## config.mk

```make
export PLATFORM = sky130hd
export DESIGN_NAME = id_ex_stage
export DESIGN_NICKNAME = d
export VERILOG_FILES = /design/src/rtl/rv32i_pkg.sv /design/src/rtl/fwd_unit.sv /design/src/rtl/id_ex_stage.sv
export SDC_FILE = /design/constraint.sdc
export NUM_CORES = 1
export LEC_CHECK = 0
export ABC_AREA = 1
export CORE_AREA = 2 2 157 159
export DETAILED_ROUTE_END_ITERATION = 8
export DIE_AREA = 0 0 159 161
export DONT_BUFFER_PORTS = 1
export PLACE_DENSITY = 0.48
export SKIP_LAST_GASP = 1
export SLEW_MARGIN = 15
export SYNTH_ARGS = -nofsm -noshare
export SYNTH_HDL_FRONTEND = slang
export SYNTH_SLANG_ARGS = --single-unit
```

## constraint.sdc

```tcl
create_clock -name clk -period 4.6 [get_ports clk]
set_clock_uncertainty 0.2 [all_clocks]
set_input_delay 0.69 -clock clk [delete_from_list [all_inputs] [get_ports clk]]
set_output_delay 0.69 -clock clk [all_outputs]
set_load 0.02 [all_outputs]
```

## src/rtl/rv32i_pkg.sv

```systemverilog
// Shared RV32I types: ALU op codes, operand selects, datapath widths.
package rv32i_pkg;

   localparam int XLEN = 32;
   localparam int REGW = 5;

   typedef enum logic [4:0] {
      ALU_ADD  = 5'b00000,
      ALU_SUB  = 5'b00001,
      ALU_AND  = 5'b00010,
      ALU_OR   = 5'b00011,
      ALU_XOR  = 5'b00100,
      ALU_SLT  = 5'b00101,
      ALU_SLL  = 5'b00110,
      ALU_SRL  = 5'b00111,
      ALU_SRA  = 5'b01000,
      ALU_SLTU = 5'b01001
   } alu_ctrl_t;

   typedef enum logic [1:0] {
      OPA_RS1  = 2'd0,
      OPA_PC   = 2'd1,
      OPA_ZERO = 2'd2,
      OPA_RSV  = 2'd3
   } opa_sel_t;

   typedef enum logic {
      OPB_RS2 = 1'b0,
      OPB_IMM = 1'b1
   } opb_sel_t;

endpackage

```

## src/rtl/fwd_unit.sv

```systemverilog
// Per-source forward select and RAW hazard detection for ID/EX.
// ID_EX_FWD_EN selects forwarding; otherwise any pending write stalls.
module fwd_unit #(
   parameter int XLEN = 32,
   parameter int REGW = 5
) (
   input  logic            i_ex_valid,
   input  logic            i_ex_reg_write,
   input  logic            i_ex_is_load,
   input  logic [REGW-1:0] i_ex_rd,
   input  logic [XLEN-1:0] i_ex_result,
   input  logic            i_mem_reg_write,
   input  logic            i_mem_is_load,
   input  logic [REGW-1:0] i_mem_rd,
   input  logic [XLEN-1:0] i_mem_result,
   input  logic            i_wb_reg_write,
   input  logic [REGW-1:0] i_wb_rd,
   input  logic [XLEN-1:0] i_wb_data,
   input  logic [REGW-1:0] i_rs1,
   input  logic [REGW-1:0] i_rs2,
   input  logic [XLEN-1:0] i_rs1_data,
   input  logic [XLEN-1:0] i_rs2_data,
   input  logic            i_use1,
   input  logic            i_use2,
   output logic [XLEN-1:0] o_rs1_val,
   output logic [XLEN-1:0] o_rs2_val,
   output logic            o_hazard
);
   import rv32i_pkg::*;

`ifdef ID_EX_FWD_EN
   function automatic logic [XLEN-1:0] f_fwd(
      input logic [REGW-1:0] rs,
      input logic [XLEN-1:0] rf
   );
      logic [XLEN-1:0] v;
      v = rf;
      if (rs == '0)
         v = '0;
      else if (i_ex_valid && i_ex_reg_write &&
               !i_ex_is_load && i_ex_rd == rs)
         v = i_ex_result;
      else if (i_mem_reg_write && !i_mem_is_load &&
               i_mem_rd == rs)
         v = i_mem_result;
      else if (i_wb_reg_write && i_wb_rd == rs)
         v = i_wb_data;
      return v;
   endfunction

   // Only loads stall: their data is not yet forwardable.
   function automatic logic f_stall(
      input logic [REGW-1:0] rs,
      input logic            used
   );
      logic ex_hit;
      logic mem_hit;
      ex_hit  = i_ex_valid && i_ex_reg_write &&
                i_ex_is_load && i_ex_rd == rs;
      mem_hit = i_mem_reg_write && i_mem_is_load &&
                i_mem_rd == rs;
      return used && (rs != '0) && (ex_hit || mem_hit);
   endfunction

   logic w_unused;
   assign w_unused = 1'b0;
`else
   function automatic logic [XLEN-1:0] f_fwd(
      input logic [REGW-1:0] rs,
      input logic [XLEN-1:0] rf
   );
      return (rs == '0) ? '0 : rf;
   endfunction

   // Without bypass paths, wait until the write reaches the register file.
   function automatic logic f_stall(
      input logic [REGW-1:0] rs,
      input logic            used
   );
      logic ex_hit;
      logic mem_hit;
      logic wb_hit;
      ex_hit  = i_ex_valid && i_ex_reg_write && i_ex_rd == rs;
      mem_hit = i_mem_reg_write && i_mem_rd == rs;
      wb_hit  = i_wb_reg_write && i_wb_rd == rs;
      return used && (rs != '0) && (ex_hit || mem_hit || wb_hit);
   endfunction

   logic w_unused;
   assign w_unused = ^{i_ex_is_load, i_ex_result, i_mem_is_load,
                       i_mem_result, i_wb_data};
`endif

   assign o_rs1_val = f_fwd(i_rs1, i_rs1_data);
   assign o_rs2_val = f_fwd(i_rs2, i_rs2_data);
   assign o_hazard  = f_stall(i_rs1, i_use1) || f_stall(i_rs2, i_use2);

endmodule

```

## src/rtl/id_ex_stage.sv

```systemverilog
// ID/EX pipeline register with operand select, forwarding and stall.
// Define ID_EX_FWD_EN to enable the EX/MEM/WB bypass network.
module id_ex_stage #(
   parameter int XLEN = 32,
   parameter int REGW = 5
) (
   input  logic            clk,
   input  logic            reset,
   input  logic            dec_valid,
   output logic            dec_ready,
   input  logic [XLEN-1:0] dec_pc,
   input  logic [REGW-1:0] dec_rs1,
   input  logic [REGW-1:0] dec_rs2,
   input  logic [XLEN-1:0] dec_rs1_data,
   input  logic [XLEN-1:0] dec_rs2_data,
   input  logic [XLEN-1:0] dec_imm,
   input  logic [1:0]      dec_opa_sel,
   input  logic            dec_opb_sel,
   input  logic [4:0]      dec_alu_ctrl,
   input  logic [REGW-1:0] dec_rd,
   input  logic            dec_reg_write,
   input  logic            dec_is_load,
   input  logic [XLEN-1:0] ex_result,
   input  logic [REGW-1:0] mem_rd,
   input  logic [REGW-1:0] wb_rd,
   input  logic            mem_reg_write,
   input  logic            wb_reg_write,
   input  logic            mem_is_load,
   input  logic [XLEN-1:0] mem_result,
   input  logic [XLEN-1:0] wb_data,
   input  logic            flush,
   output logic            ex_valid,
   input  logic            ex_ready,
   output logic [XLEN-1:0] a_in,
   output logic [XLEN-1:0] b_in,
   output logic [4:0]      ALUControl,
   output logic [REGW-1:0] ex_rd,
   output logic            ex_reg_write,
   output logic            ex_is_load,
   output logic [XLEN-1:0] ex_pc,
   output logic [XLEN-1:0] ex_rs2_val
);
   import rv32i_pkg::*;

   logic            r_valid;
   logic [XLEN-1:0] r_a;
   logic [XLEN-1:0] r_b;
   logic [4:0]      r_alu;
   logic [REGW-1:0] r_rd;
   logic            r_rw;
   logic            r_ld;
   logic [XLEN-1:0] r_pc;
   logic [XLEN-1:0] r_rs2v;

   logic            w_adv;
   logic            w_hazard;
   logic            w_capture;
   logic            w_use1;
   logic            w_use2;
   logic [XLEN-1:0] w_rs1_val;
   logic [XLEN-1:0] w_rs2_val;
   logic [XLEN-1:0] w_a_nxt;
   logic [XLEN-1:0] w_b_nxt;

   // Stores read rs2 for the write data even with an immediate operand B.
   assign w_use1 = (dec_opa_sel == OPA_RS1);
   assign w_use2 = (dec_opb_sel == OPB_RS2) ||
                   (!dec_reg_write && !dec_is_load);

   fwd_unit #(
      .XLEN(XLEN),
      .REGW(REGW)
   ) u_fwd (
      .i_ex_valid      (r_valid),
      .i_ex_reg_write  (r_rw),
      .i_ex_is_load    (r_ld),
      .i_ex_rd         (r_rd),
      .i_ex_result     (ex_result),
      .i_mem_reg_write (mem_reg_write),
      .i_mem_is_load   (mem_is_load),
      .i_mem_rd        (mem_rd),
      .i_mem_result    (mem_result),
      .i_wb_reg_write  (wb_reg_write),
      .i_wb_rd         (wb_rd),
      .i_wb_data       (wb_data),
      .i_rs1           (dec_rs1),
      .i_rs2           (dec_rs2),
      .i_rs1_data      (dec_rs1_data),
      .i_rs2_data      (dec_rs2_data),
      .i_use1          (w_use1),
      .i_use2          (w_use2),
      .o_rs1_val       (w_rs1_val),
      .o_rs2_val       (w_rs2_val),
      .o_hazard        (w_hazard)
   );

   assign w_adv     = !r_valid || ex_ready;
   assign dec_ready = w_adv && !w_hazard && !flush;
   assign w_capture = dec_valid && dec_ready;

   always_comb begin
      w_a_nxt = '0;
      unique case (1'b1)
         (dec_opa_sel == OPA_RS1): w_a_nxt = w_rs1_val;
         (dec_opa_sel == OPA_PC):  w_a_nxt = dec_pc;
         default:                  w_a_nxt = '0;
      endcase
   end

   assign w_b_nxt = (dec_opb_sel == OPB_IMM) ? dec_imm : w_rs2_val;

   always_ff @(posedge clk or posedge reset) begin
      if (reset) begin
         r_valid <= 1'b0;
         r_a     <= '0;
         r_b     <= '0;
         r_alu   <= ALU_ADD;
         r_rd    <= '0;
         r_rw    <= 1'b0;
         r_ld    <= 1'b0;
         r_pc    <= '0;
         r_rs2v  <= '0;
      end else if (flush) begin
         r_valid <= 1'b0;
      end else if (w_capture) begin
         r_valid <= 1'b1;
         r_a     <= w_a_nxt;
         r_b     <= w_b_nxt;
         r_alu   <= dec_alu_ctrl;
         r_rd    <= dec_rd;
         r_rw    <= dec_reg_write;
         r_ld    <= dec_is_load;
         r_pc    <= dec_pc;
         r_rs2v  <= w_rs2_val;
      end else if (w_adv) begin
         r_valid <= 1'b0;
      end
   end

   assign ex_valid     = r_valid;
   assign a_in         = r_a;
   assign b_in         = r_b;
   assign ALUControl   = r_alu;
   assign ex_rd        = r_rd;
   assign ex_reg_write = r_rw;
   assign ex_is_load   = r_ld;
   assign ex_pc        = r_pc;
   assign ex_rs2_val   = r_rs2v;

endmodule

```

# ---- Word-level counts from Yosys, hierarchy flattened
# Cells that the tools add are included.
dict set report classes {
  addsub 0
  multipliers 0
  div_mod_pow 0
  magnitude_cmp 0
  n_eq_ne 7
  shift 0
  muxes 7
  bitwise_logic 2
  reduce_logical 34
}
# cell count
set op_table {}
lappend op_table {{2-to-1 mux 32 bit} 3}
lappend op_table {{case mux 32 bit (2 select lines)} 1}
lappend op_table {{equality test 5 bit} 6}
lappend op_table {{logical AND 1 bit} 15}
lappend op_table {{logical NOT 5 bit} 2}
lappend op_table {{nonzero test 5 bit} 2}
lappend op_table {{logical OR 1 bit} 7}
lappend op_table {{logical NOT 1 bit} 5}
lappend op_table {{2-to-1 mux 1 bit} 3}
lappend op_table {{nonzero test 3 bit} 1}
lappend op_table {{equality test 2 x 1 -> 1 bit (second input constant)} 1}
lappend op_table {{logical NOT 2 bit} 1}
lappend op_table {{NOT 1 bit} 2}
lappend op_table {{AND reduction 2 bit} 1}
dict set report word_totals {
  reg_bits 141
  latch_bits 0
  ram_bits 0
  romBits 0
  input_bits 267
  out_inout_bits 142
  elab_cells 59
  n_memories 0
}

# ---- Logic depth before layout (Yosys ltp)
dict set report logic_depth {
  ltp_word 12
  depth_mapped 12
  mapped_depth_nobuf 10
}

# ---- Hierarchy
# Synthesis repeated with hierarchy kept, for this count alone.
dict set report unflattened {
  hier_cells 1116
  area_unflattened_um2 7576.0
}
# mod n_inst cells_per_inst area_per_inst_um2 seq_area_each_um2
set by_module_without_submodules {}
lappend by_module_without_submodules {id_ex_stage 1 830 6407.4 3528.4}
lappend by_module_without_submodules {fwd_unit 1 286 1168.6 0.0}

# ---- Least setup slack after synthesis
# OpenSTA, ideal clock, no wires.
dict set report synth_timing {
  path_kind {input -> output}
  start {input port dec_rs2[3]}
  end {output port dec_ready}
  t_arrival_ns 1.754
  required_time_ns 3.710
  setup_slack_ns 1.956
  stages 7
  n_path_buf 1
  path_cell_list {nor3_2 -> nand3_1 -> nand2_1 -> inv_2 -> a21oi_2 -> buf_4 -> and2_1}
}
dict set report synth_between {
  elab_chain_cells 9
  word_cells_on_any_way 15
  classes_between {3 x eq/ne; 12 x reduce/logical}
}
# item line
set synth_lines {}
lappend synth_lines {{from (decl)} id_ex_stage.sv:13} ;# input logic [REGW-1:0] dec_rs2,
lappend synth_lines {{equality test 5 bit (on tied branches)} {fwd_unit.sv:83, fwd_unit.sv:84}}
lappend synth_lines {{logical AND 1 bit (on tied branches)} {fwd_unit.sv:83, fwd_unit.sv:84}}
lappend synth_lines {{logical OR 1 bit (2 in a row)} fwd_unit.sv:86} ;# return used && (rs != '0) && (ex_hit || mem_hit || wb_hit);
lappend synth_lines {{logical AND 1 bit (*)} fwd_unit.sv:86}
lappend synth_lines {{logical OR 1 bit (*)} fwd_unit.sv:96} ;# assign o_hazard = f_stall(i_rs1, i_use1) || f_stall(i_rs2, i_use2);
lappend synth_lines {{logical NOT 1 bit (*)} id_ex_stage.sv:98} ;# assign dec_ready = w_adv && !w_hazard && !flush;
lappend synth_lines {{logical AND 1 bit (*) (2 in a row)} id_ex_stage.sv:98}
lappend synth_lines {{to (decl)} id_ex_stage.sv:10} ;# output logic dec_ready,
# Mark *: on every way between the ends. The rest lies on a longest branch, timed or not.

# ---- Worst setup path in the final report
dict set report layout_timing {
  start {register r_rd[0], in the netlist ex_rd[0]}
  end {output port dec_ready}
}
dict set report layout_between {
  elab_chain_cells 9
  word_cells_on_any_way 14
  classes_between {2 x eq/ne; 12 x reduce/logical}
}
# item line
set layout_lines {}
lappend layout_lines {{from (decl)} id_ex_stage.sv:49} ;# logic [REGW-1:0] r_rd;
lappend layout_lines {{from (signal assigned)} id_ex_stage.sv:130} ;# r_rd <= dec_rd;
lappend layout_lines {{equality test 5 bit} fwd_unit.sv:83} ;# ex_hit = i_ex_valid && i_ex_reg_write && i_ex_rd == rs;
lappend layout_lines {{logical AND 1 bit} fwd_unit.sv:83}
lappend layout_lines {{logical OR 1 bit (2 in a row)} fwd_unit.sv:86}
lappend layout_lines {{logical AND 1 bit} fwd_unit.sv:86}
lappend layout_lines {{logical OR 1 bit (*)} fwd_unit.sv:96}
lappend layout_lines {{logical NOT 1 bit (*)} id_ex_stage.sv:98}
lappend layout_lines {{logical AND 1 bit (*) (2 in a row)} id_ex_stage.sv:98}
# Marks and branches as above.

==> flow_summary.yaml <==
clock_tree:
  cts-root-buf: "clkbuf_16"
  clk_latency_ns: 0.41
  clkTransAtPathRegs_ns: 0.07
  cts_resized: 0
  hold_buffers: 0
  cts_made_buffers: 17
  cts_tree: "yes"
  cts_setup_buffers: 0
  cts_max_path_buffers: 2
  clkSinkCount: 141
  h-tree-depth: 4
timing:
  worst_hold_slack_ns: 0.126
  fmax_mhz: 351
  setup_viol_count_final: 0
  finalMaxSlewViolations: 0
  setup_tns_ns: 0
  rsz0062_at_grt: "false"
  max_slew.worst_pin.slew_ns: 0.942
  finalHoldViolations: 0
  period_share_pct: 61.9
  period_minus_slack_ns: 2.85
  max-slew-margin-rel_pct: 37.2
drt:
  wl_mm: 25.1
  drt_pre_antenna_iters: 7
  vias_per_cell: 5.14
  drc: 0
  ant_nets: 0
  vias: 6688
  drt_iter0_markers: 623
  drt-wirelength-per-cell_um: 19.3
floorplan:
  start_util_pct: 30.9
  die_w_um: 159
  coreArea_mm2: 0.0240
  die_height_um: 161
  dieArea_mm2: 0.0256
  io_pins: 409
  rows: 57
global_routing:
  grt_pass1_wl_mm: 39.8
  grt_max_degree: 142
  grt_pass1_vias: 6598
  grt_util_all_layers_pct: 19.6
  antenna_found_initial: 0
  overflow: 0
cells_and_area:
  final_nets: 1230
  drive_above_1_share_pct: 5.23
  synthToLayoutAreaGrowth_pct: 9.41
  n_antenna_cell: 0
  fillers: 2630
placed_design:
  dp_hpwl_mm: 16.0
  gp_congestion: 0.822
  port_buffers: 0
pwr:
  p_per_area_mw_per_mm2: 457
  leakage_uw: 0.00439
  ir_drop_mv: 0.156
synthesis:
  avgSynthCellArea_um2: 7.28
  synthesis.nets: 1284
  synth_cells: 1017
  yosys_warnings: 0
  yosys.cell_types.count: 21
  syn_area_mm2: 0.00741
  yosysSeqAreaShare_pct: 47.6
  ys_ff_latch: 141
setup_path:
  critical_path_class: "reg2out"
  crit_fanout: 4
  cp.arrival_ns: 1.96
  start_kind: "flip-flop"
  cp.required_ns: 3.71
  cp-end-kind: "primary output"
run_status:
  status: "finished clean"
hold_path:
  hp-class: "in2async"
flow_run:
  maxCapViolCount: 0
[Yosys cell counts, drive strengths merged]
| master | count | area [µm²] |
|---|---|---|
| nand4 | 142 | 895 |
| clkbuf | 36 | 135 |
| nand2 | 476 | 1790 |
| clkinv | 1 | 3.75 |
| nor3 | 1 | 10.0 |
| dfrtp | 141 | 3530 |
| and2 | 1 | 6.26 |
| a21oi | 3 | 18.8 |
| inv | 61 | 229 |
| nand3 | 41 | 205 |
| nor2 | 24 | 90.1 |
| buf | 45 | 270 |
| o21ai | 45 | 225 |
[registers in the layout, summed over array words and instances, names as in the netlist]
signal and cells:
ALUControl 5, a_in 32, b_in 32, ex_is_load 1, ex_pc 32, ex_rd 5, ex_reg_write 1, ex_rs2_val 32
ex_valid 1
[logic make-up after synthesis]
group | share of synthesized area, %
AO/OA/AOI/OAI | 3.29
buffers and inverters | 8.62
flip-flops | 47.6
AND/OR/NAND/NOR | 40.4
[path summary, 6_finish.rpt]
check                              startpoint              to  slack (ns)  cells past startpoint
max in group asynchronous               reset  ex_rs2_val[16]        3.36                      2
min in group clk                        flush        ex_valid        0.18                      1
worst max register to register       ex_rd[4]        b_in[29]        2.00                      9
worst min register to register  ALUControl[3]   ALUControl[3]        0.41                      2
worst min-delay path                    reset        a_in[10]        0.13                      2
worst max-delay path                 ex_rd[0]       dec_ready        1.75                      7
[worst max-delay path, stage by stage, from the launching register on]
cell and delay (ns):
dfrtp_1 0.53, inv_1 0.13, nor2_1 0.11, nor2_1 0.05
nand3_1 0.07, nand3_1 0.13, a21oi_4 0.19, and2_1 0.34
[cell type report]
type | instances | area (µm²) | share of cell area (%)
Clock inverter | 13 | 129 | 1.59
Sequential cell | 141 | 3530 | 43.5
Tap cell | 324 | 405 | 5.00
Clock buffer | 19 | 453 | 5.59
Multi-Input combinational cell | 733 | 3270 | 40.3
Timing Repair Buffer | 8 | 85.1 | 1.05
Inverter | 62 | 236 | 2.92
[power breakdown]
group	switching, µW	total [µW]	internal (µW)
Clock	593	1380	785
Combinational	277	421	144
Sequential	454	1900	1450
[through the flow]
step | utilization [%] | cells | setup WS, ns | instance area [µm²] | total power (µW)
6_report | 33.8 | 1300 | 1.75 | 8100 | 3700
5_1_grt | 33.8 | 1300 | 1.63 | 8100 | 3910
4_1_cts | 33.8 | 1300 | 1.71 | 8100 | 3760
3_5_place_dp | 31.4 | 1268 | 1.60 | 7520 | 2360
3_3_place_gp | 31.4 | 1268 | 1.59 | 7520 | 2350
2_1_floorplan | - | 1017 | 1.95 | 7410 | 2230
[per-layer routing]
metal	part of all wire, %	global-route usage [%]	routed length, µm	up-vias
met2	45	30.0	11300	294
met1	44	26.0	10900	3151
met5	0	0	0	-
li1	-	-	-	3214
met3	9.4	6.93	2360	29
met4	1.9	6.32	468	0
[placed cells by master, fill, tap and decap left out, types with 2 or more instances in the layout]
cell and count:
nand2_1 475, clkbuf_8 2, o21ai_0 44, clkinvlp_4 3, inv_2 5, buf_12 2
clkinv_4 4, inv_6 5, inv_1 55, nand4_1 141, dfrtp_1 141, buf_4 6
clkbuf_16 17, nand3_1 40, a21oi_1 2, nor2_1 24
Note: power is estimated with default switching activity, not from simulation.
